`config.mk`:
```
export PLATFORM = sky130hd
export DESIGN_NAME = bridge_timer
export DESIGN_NICKNAME = d
export VERILOG_FILES = /design/src/rtl/bridge_timer_pkg.sv /design/src/rtl/bridge_timer_be_merge.sv /design/src/rtl/bridge_timer.sv
export SDC_FILE = /design/constraint.sdc
export NUM_CORES = 1
export LEC_CHECK = 0
export CAP_MARGIN = 20
export CORE_UTILIZATION = 35
export DETAILED_ROUTE_END_ITERATION = 8
export SLEW_MARGIN = 20
export SYNTH_ARGS = -nofsm -noshare
export SYNTH_HDL_FRONTEND = slang
export SYNTH_SLANG_ARGS = --single-unit
```
`constraint.sdc`:
```
create_clock -name clk -period 2.3 [get_ports clk]
set_input_delay 0.46 -clock clk [delete_from_list [all_inputs] [get_ports clk]]
set_output_delay 0.46 -clock clk [all_outputs]
set_load 0.01 [all_outputs]
```
`src/rtl/bridge_timer_pkg.sv`:
```
// Shared definitions for the bridge timer peripheral: register map, CTRL
// field positions, FSM states and timer modes.
package bridge_timer_pkg;

  localparam logic [1:0] ADDR_CTRL   = 2'd0;
  localparam logic [1:0] ADDR_PRESET = 2'd1;
  localparam logic [1:0] ADDR_COUNT  = 2'd2;
  localparam logic [1:0] ADDR_RSVD   = 2'd3;

  localparam int CTRL_EN      = 0;
  localparam int CTRL_MODE_LO = 1;
  localparam int CTRL_MODE_HI = 2;
  localparam int CTRL_IM      = 3;

  // Only the low nibble of CTRL is implemented; upper bits read back as zero.
  localparam logic [31:0] CTRL_WMASK = 32'h0000_000F;

  localparam logic [1:0] MODE_ONESHOT = 2'd0;
  localparam logic [1:0] MODE_RELOAD  = 2'd1;

  typedef enum logic [1:0] {
    IDLE = 2'd0,
    LOAD = 2'd1,
    CNT  = 2'd2,
    INT  = 2'd3
  } tmr_state_e;

endpackage

```
`src/rtl/bridge_timer_be_merge.sv`:
```
// Byte-enable merge of a 32-bit register value with bus write data; shared
// by bridge-bus responders.
module be_merge (
  input  logic [31:0] old_i,
  input  logic [31:0] new_i,
  input  logic [3:0]  be_i,
  output logic [31:0] merged_o
);

  always_comb begin
    merged_o = old_i;
    for (int i = 0; i < 4; i++) begin
      if (be_i[i]) merged_o[8*i +: 8] = new_i[8*i +: 8];
    end
  end

endmodule

```
`src/rtl/bridge_timer.sv`:
```
// Bridge-bus timer/counter: CTRL/PRESET/COUNT registers, countdown FSM with
// one-shot and auto-reload modes, and a masked level interrupt.
module bridge_timer
  import bridge_timer_pkg::*;
#(
  parameter logic [31:0] PRESET_RST = 32'h0000_0000,
  parameter logic [31:0] CTRL_RST   = 32'h0000_0000
) (
  input  logic        clk,
  input  logic        reset,
  input  logic [1:0]  addr,
  input  logic        we,
  input  logic [3:0]  be,
  input  logic [31:0] wd,
  output logic [31:0] rd,
  output logic        irq
);

  logic [31:0] ctrl_q, ctrl_d, ctrl_fsm, ctrl_merged;
  logic [31:0] preset_q, preset_d, preset_merged;
  logic [31:0] count_q;
  logic        pend_q;
  tmr_state_e  state_q;

  logic wr_ctrl, wr_preset;
  logic en, reload;

  assign wr_ctrl   = we && (addr == ADDR_CTRL);
  assign wr_preset = we && (addr == ADDR_PRESET);
  assign en        = ctrl_q[CTRL_EN];
  assign reload    = (ctrl_q[CTRL_MODE_HI:CTRL_MODE_LO] == MODE_RELOAD);

  // The merge is applied on top of the FSM's EN auto-clear so that a CPU
  // write to byte 0 in the same cycle overrides it.
  be_merge u_ctrl_merge (
    .old_i   (ctrl_fsm),
    .new_i   (wd),
    .be_i    (be),
    .merged_o(ctrl_merged)
  );

  be_merge u_preset_merge (
    .old_i   (preset_q),
    .new_i   (wd),
    .be_i    (be),
    .merged_o(preset_merged)
  );

  always_comb begin
    ctrl_fsm = ctrl_q;
    if (state_q == INT && !reload) ctrl_fsm[CTRL_EN] = 1'b0;
    ctrl_d   = wr_ctrl ? (ctrl_merged & CTRL_WMASK) : ctrl_fsm;
    preset_d = wr_preset ? preset_merged : preset_q;
  end

  always_ff @(posedge clk or posedge reset) begin
    if (reset) begin
      ctrl_q   <= CTRL_RST & CTRL_WMASK;
      preset_q <= PRESET_RST;
      count_q  <= 32'd0;
      pend_q   <= 1'b0;
      state_q  <= IDLE;
    end else begin
      ctrl_q   <= ctrl_d;
      preset_q <= preset_d;
      // Later assignments win: the INT-state set overrides a write clear.
      if (wr_ctrl || wr_preset) pend_q <= 1'b0;
      case (state_q)
        IDLE: begin
          if (en) state_q <= LOAD;
        end
        LOAD: begin
          count_q <= preset_q;
          pend_q  <= 1'b0;
          state_q <= CNT;
        end
        CNT: begin
          if (!en) begin
            state_q <= IDLE;
          end else if (count_q > 32'd1) begin
            count_q <= count_q - 32'd1;
          end else begin
            count_q <= 32'd0;
            state_q <= INT;
          end
        end
        INT: begin
          pend_q  <= 1'b1;
          state_q <= reload ? LOAD : IDLE;
        end
        default: state_q <= IDLE;
      endcase
    end
  end

  always_comb begin
    case (addr)
      ADDR_CTRL:   rd = ctrl_q;
      ADDR_PRESET: rd = preset_q;
      ADDR_COUNT:  rd = count_q;
      default:     rd = 32'd0;
    endcase
  end

  assign irq = pend_q & ctrl_q[CTRL_IM];

endmodule

```
==> results.md <==
* # DRC at 0
* R2r startpoint: count_q[4]$_DFFE_PP0P_
* Initial Util at 0.358
* CP Launch Point: addr[0]
* Nets at 543
* Worst reg2reg path depth at 6
* Die ar. at 0.0121 sq mm
* Clock slew at reported path FFs at 60 ps
* Routed vias at 3728
* Power, Total at 6.71 mW
* Synth cell types at 60
* PD cells at 1190 mW/mm^2
* WP depth at 7
* CP arrival at 1720 ps
* Vias per cell at 5.75
* GRT Overall Usage at 0.218
* Antenna violations before repair at 0
* Synth Area per Inst at 10.4 sq um
* Inserted Diodes at 0
* # port buffers at 73
* Iter 0 DRT Violations at 248
* Remaining Overflow, GRT at 0
* Largest delay share family, worst path: buffers and inverters
* Final GP Congestion at 0.843
* Area growth syn-to-layout at 38.4%
* Final period utilization at 0.947
* Total of max-cap violations at 0
* CTS tree: done
* Mapped Area at 0.00407 sq mm
* Relative slew slack at 0.665
* Clock skew at 6.87 ps
* Crit path kind: primary input to output pin
* Placement Setup Slack at -320 ps
* Worst EP required at 1840 ps
* Die Y at 110 um
* # setup viols final at 0
* Yosys top cell area share at 0.437
* Clock buffer depth at 2
* Maximum level of the CTS H-tree at 3
* Clock Latency Late Sink at 340 ps
* Status: completed
* Vias in the first global route at 3849
* Sequential share of the synthesized area at 0.437
* Die Width at 110 um
* Most frequent cell after synthesis: dfrtp_1
* CTS Hold Bufs at 0
* Fmax at 459 MHz
* First-pass GRT wire length at 19.9 mm
* Largest net degree at the start of global routing at 72
* I/O pin count at 74
* Min Tclk post-route at 2180 ps
* Drt pass-1 iters at 5
* Worst Hold Class: primary input to asynchronous set/reset pin
* Core Area at 0.0114 sq mm
* Crit-path max cell delay at 270 ps
* Post-synth EDFFs at 0
* CP max stage cell: dlygate4sd2_1
* Mapped Cells at 390
* Syn nets at 433
* Detailed Place HPWL at 8.24 mm
* Cell chain of the critical path: dlygate4sd2_1, buf_4, nor2b_4, buf_8, buf_4, a22o_1, dlygate4sd2_1
* Seq cells post-synth at 71
* Fin area at 0.00563 sq mm
* Final wirelength at 12.3 mm
* Critical Path Fanout Max at 10
* Top_reg_cell synth: dfrtp_1
* Max-slew violations at 0
* Layout cell share with drive strength beyond 1 at 0.253
* Critical Path Source Type: primary input
* Ys async rst share at 1.00
* Setup ws final at 123 ps
* Row cnt at 39
* Antenna-violating nets left at 0
* Fillers at 1091
* Worst-case vdd ir drop at 0.000426 V
* Routed WL per cell at 18.9 um
* Worst setup EP type: output pin
* Synth top area cells: dfrtp_1 44%, mux2_2 9.7%, a22o_1 7.1%
* Buf/Inv on CP at 5
* Placed Area at 0.00522 sq mm
* Most area-hungry cell type in the Yosys netlist: dfrtp_1
* Endpoints failing hold at 0
* Post-synth top cells: 71 x dfrtp_1, 35 x mux2_2, 33 x a22o_1, 25 x nand2_1, 24 x o21ai_0
* CTS buffer count at 9
* Root cell of the clock tree: clkbuf_16
* Yosys warnings at 0
* # clock sinks at 71
* Slew at the pin closest to its max-slew limit at 503 ps
* Lkg Pwr at 2.44 nW
kinds of logic (layout without fill, tap and decap cells):
| family | Yosys count | count (layout) | synth area share |
|---|---|---|---|
| AO/OA/AOI/OAI | 122 | 122 | 0.226 |
| AND/OR/NAND/NOR | 118 | 118 | 0.175 |
| flip-flops | 71 | 71 | 0.437 |
| multiplexers | 42 | 42 | 0.114 |
| buffers and inverters | 35 | 150 | 0.0421 |
| adder cells (fa/ha/maj) | 2 | 2 | 0.00615 |
power breakdown:
part / leakage, nW / internal [mW] / switching [mW]
logic: 1.41 / 1.35 / 1.49
registers: 0.866 / 1.70 / 0.531
clock network: 0.168 / 1.08 / 0.551
total: 2.44 / 4.14 / 2.57
timing repair:
item                       4_1_cts  5_1_grt
gates cloned                     1        0
setup buffers                    4        0
setup endpoints to repair       32       17
resized for setup               44        9
pin swaps                        0        0
sequential cells by signal, indices dropped and copies added (netlist names):
register	count
count_q	32
preset_q	32
ctrl_q	4
state_q	2
pend_q	1
cell type report:
| type | count | area, sq um | area share |
|---|---|---|---|
| multi-input cells | 284 | 2160 | 0.383 |
| clock buffers | 10 | 239 | 0.0424 |
| repair buffers | 124 | 1130 | 0.202 |
| flip-flops and latches | 71 | 1780 | 0.315 |
| clock inverters | 6 | 108 | 0.0191 |
| inverters | 10 | 37.5 | 0.00667 |
| well taps | 143 | 179 | 0.0318 |
through the flow:
stage	instances	setup TNS [ps]	util	hold slack, ps
final	648	0	0.495	528
after global placement	627	-9120	0.459	515
after detailed placement	627	-9580	0.459	519
after global routing	648	-4.55	0.495	542
after CTS	648	0	0.493	534
after floorplan	390	0	-	484
worst paths after layout:
| check | slack, ps | to |
|---|---|---|
| setup reg to reg | 160 | count_q[3]$_DFFE_PP0P_ |
| min in group clk | 540 | ctrl_q[1]$_DFFE_PP0P_ |
| hold / removal | 530 | count_q[9]$_DFFE_PP0P_ |
| hold reg to reg | 540 | ctrl_q[1]$_DFFE_PP0P_ |
| max in group asynchronous | 1450 | count_q[28]$_DFFE_PP0P_ |
| setup / recovery | 120 | rd[31] |
placed cells by master, fill, tap and decap left out, types with 7 or more instances in the layout:
cell type | synthesis | routed
dfrtp_1 | 71 | 71
buf_4 | 1 | 43
clkdlybuf4s50_1 | 0 | 39
mux2_2 | 35 | 35
a22o_1 | 33 | 33
dlygate4sd2_1 | 0 | 31
nand2_1 | 25 | 25
o21ai_0 | 24 | 23
nor3_1 | 16 | 16
nand3_1 | 14 | 14
nor2_1 | 14 | 14
a32oi_1 | 11 | 11
o211ai_1 | 9 | 9
clkbuf_16 | 0 | 9
a21oi_1 | 8 | 8
mux2i_1 | 7 | 7
inv_1 | 8 | 7
per-layer routing:
| metal | routed length, um | global-route usage | vias up |
|---|---|---|---|
| met5 | 0 | 0 | - |
| met4 | 259 | 0.0886 | 0 |
| met3 | 651 | 0.0421 | 19 |
| met2 | 5630 | 0.339 | 120 |
| met1 | 5710 | 0.296 | 1848 |
| li1 | - | - | 1741 |
worst register-to-register path, stage by stage, from the launching register on:
cell and delay, ps:
dfrtp_1 420, nor4_4 420, and3_2 310, a41o_1 240
buf_12 190, o21ai_0 130, a221o_1 310
Note: power is estimated with default switching activity, not from simulation.
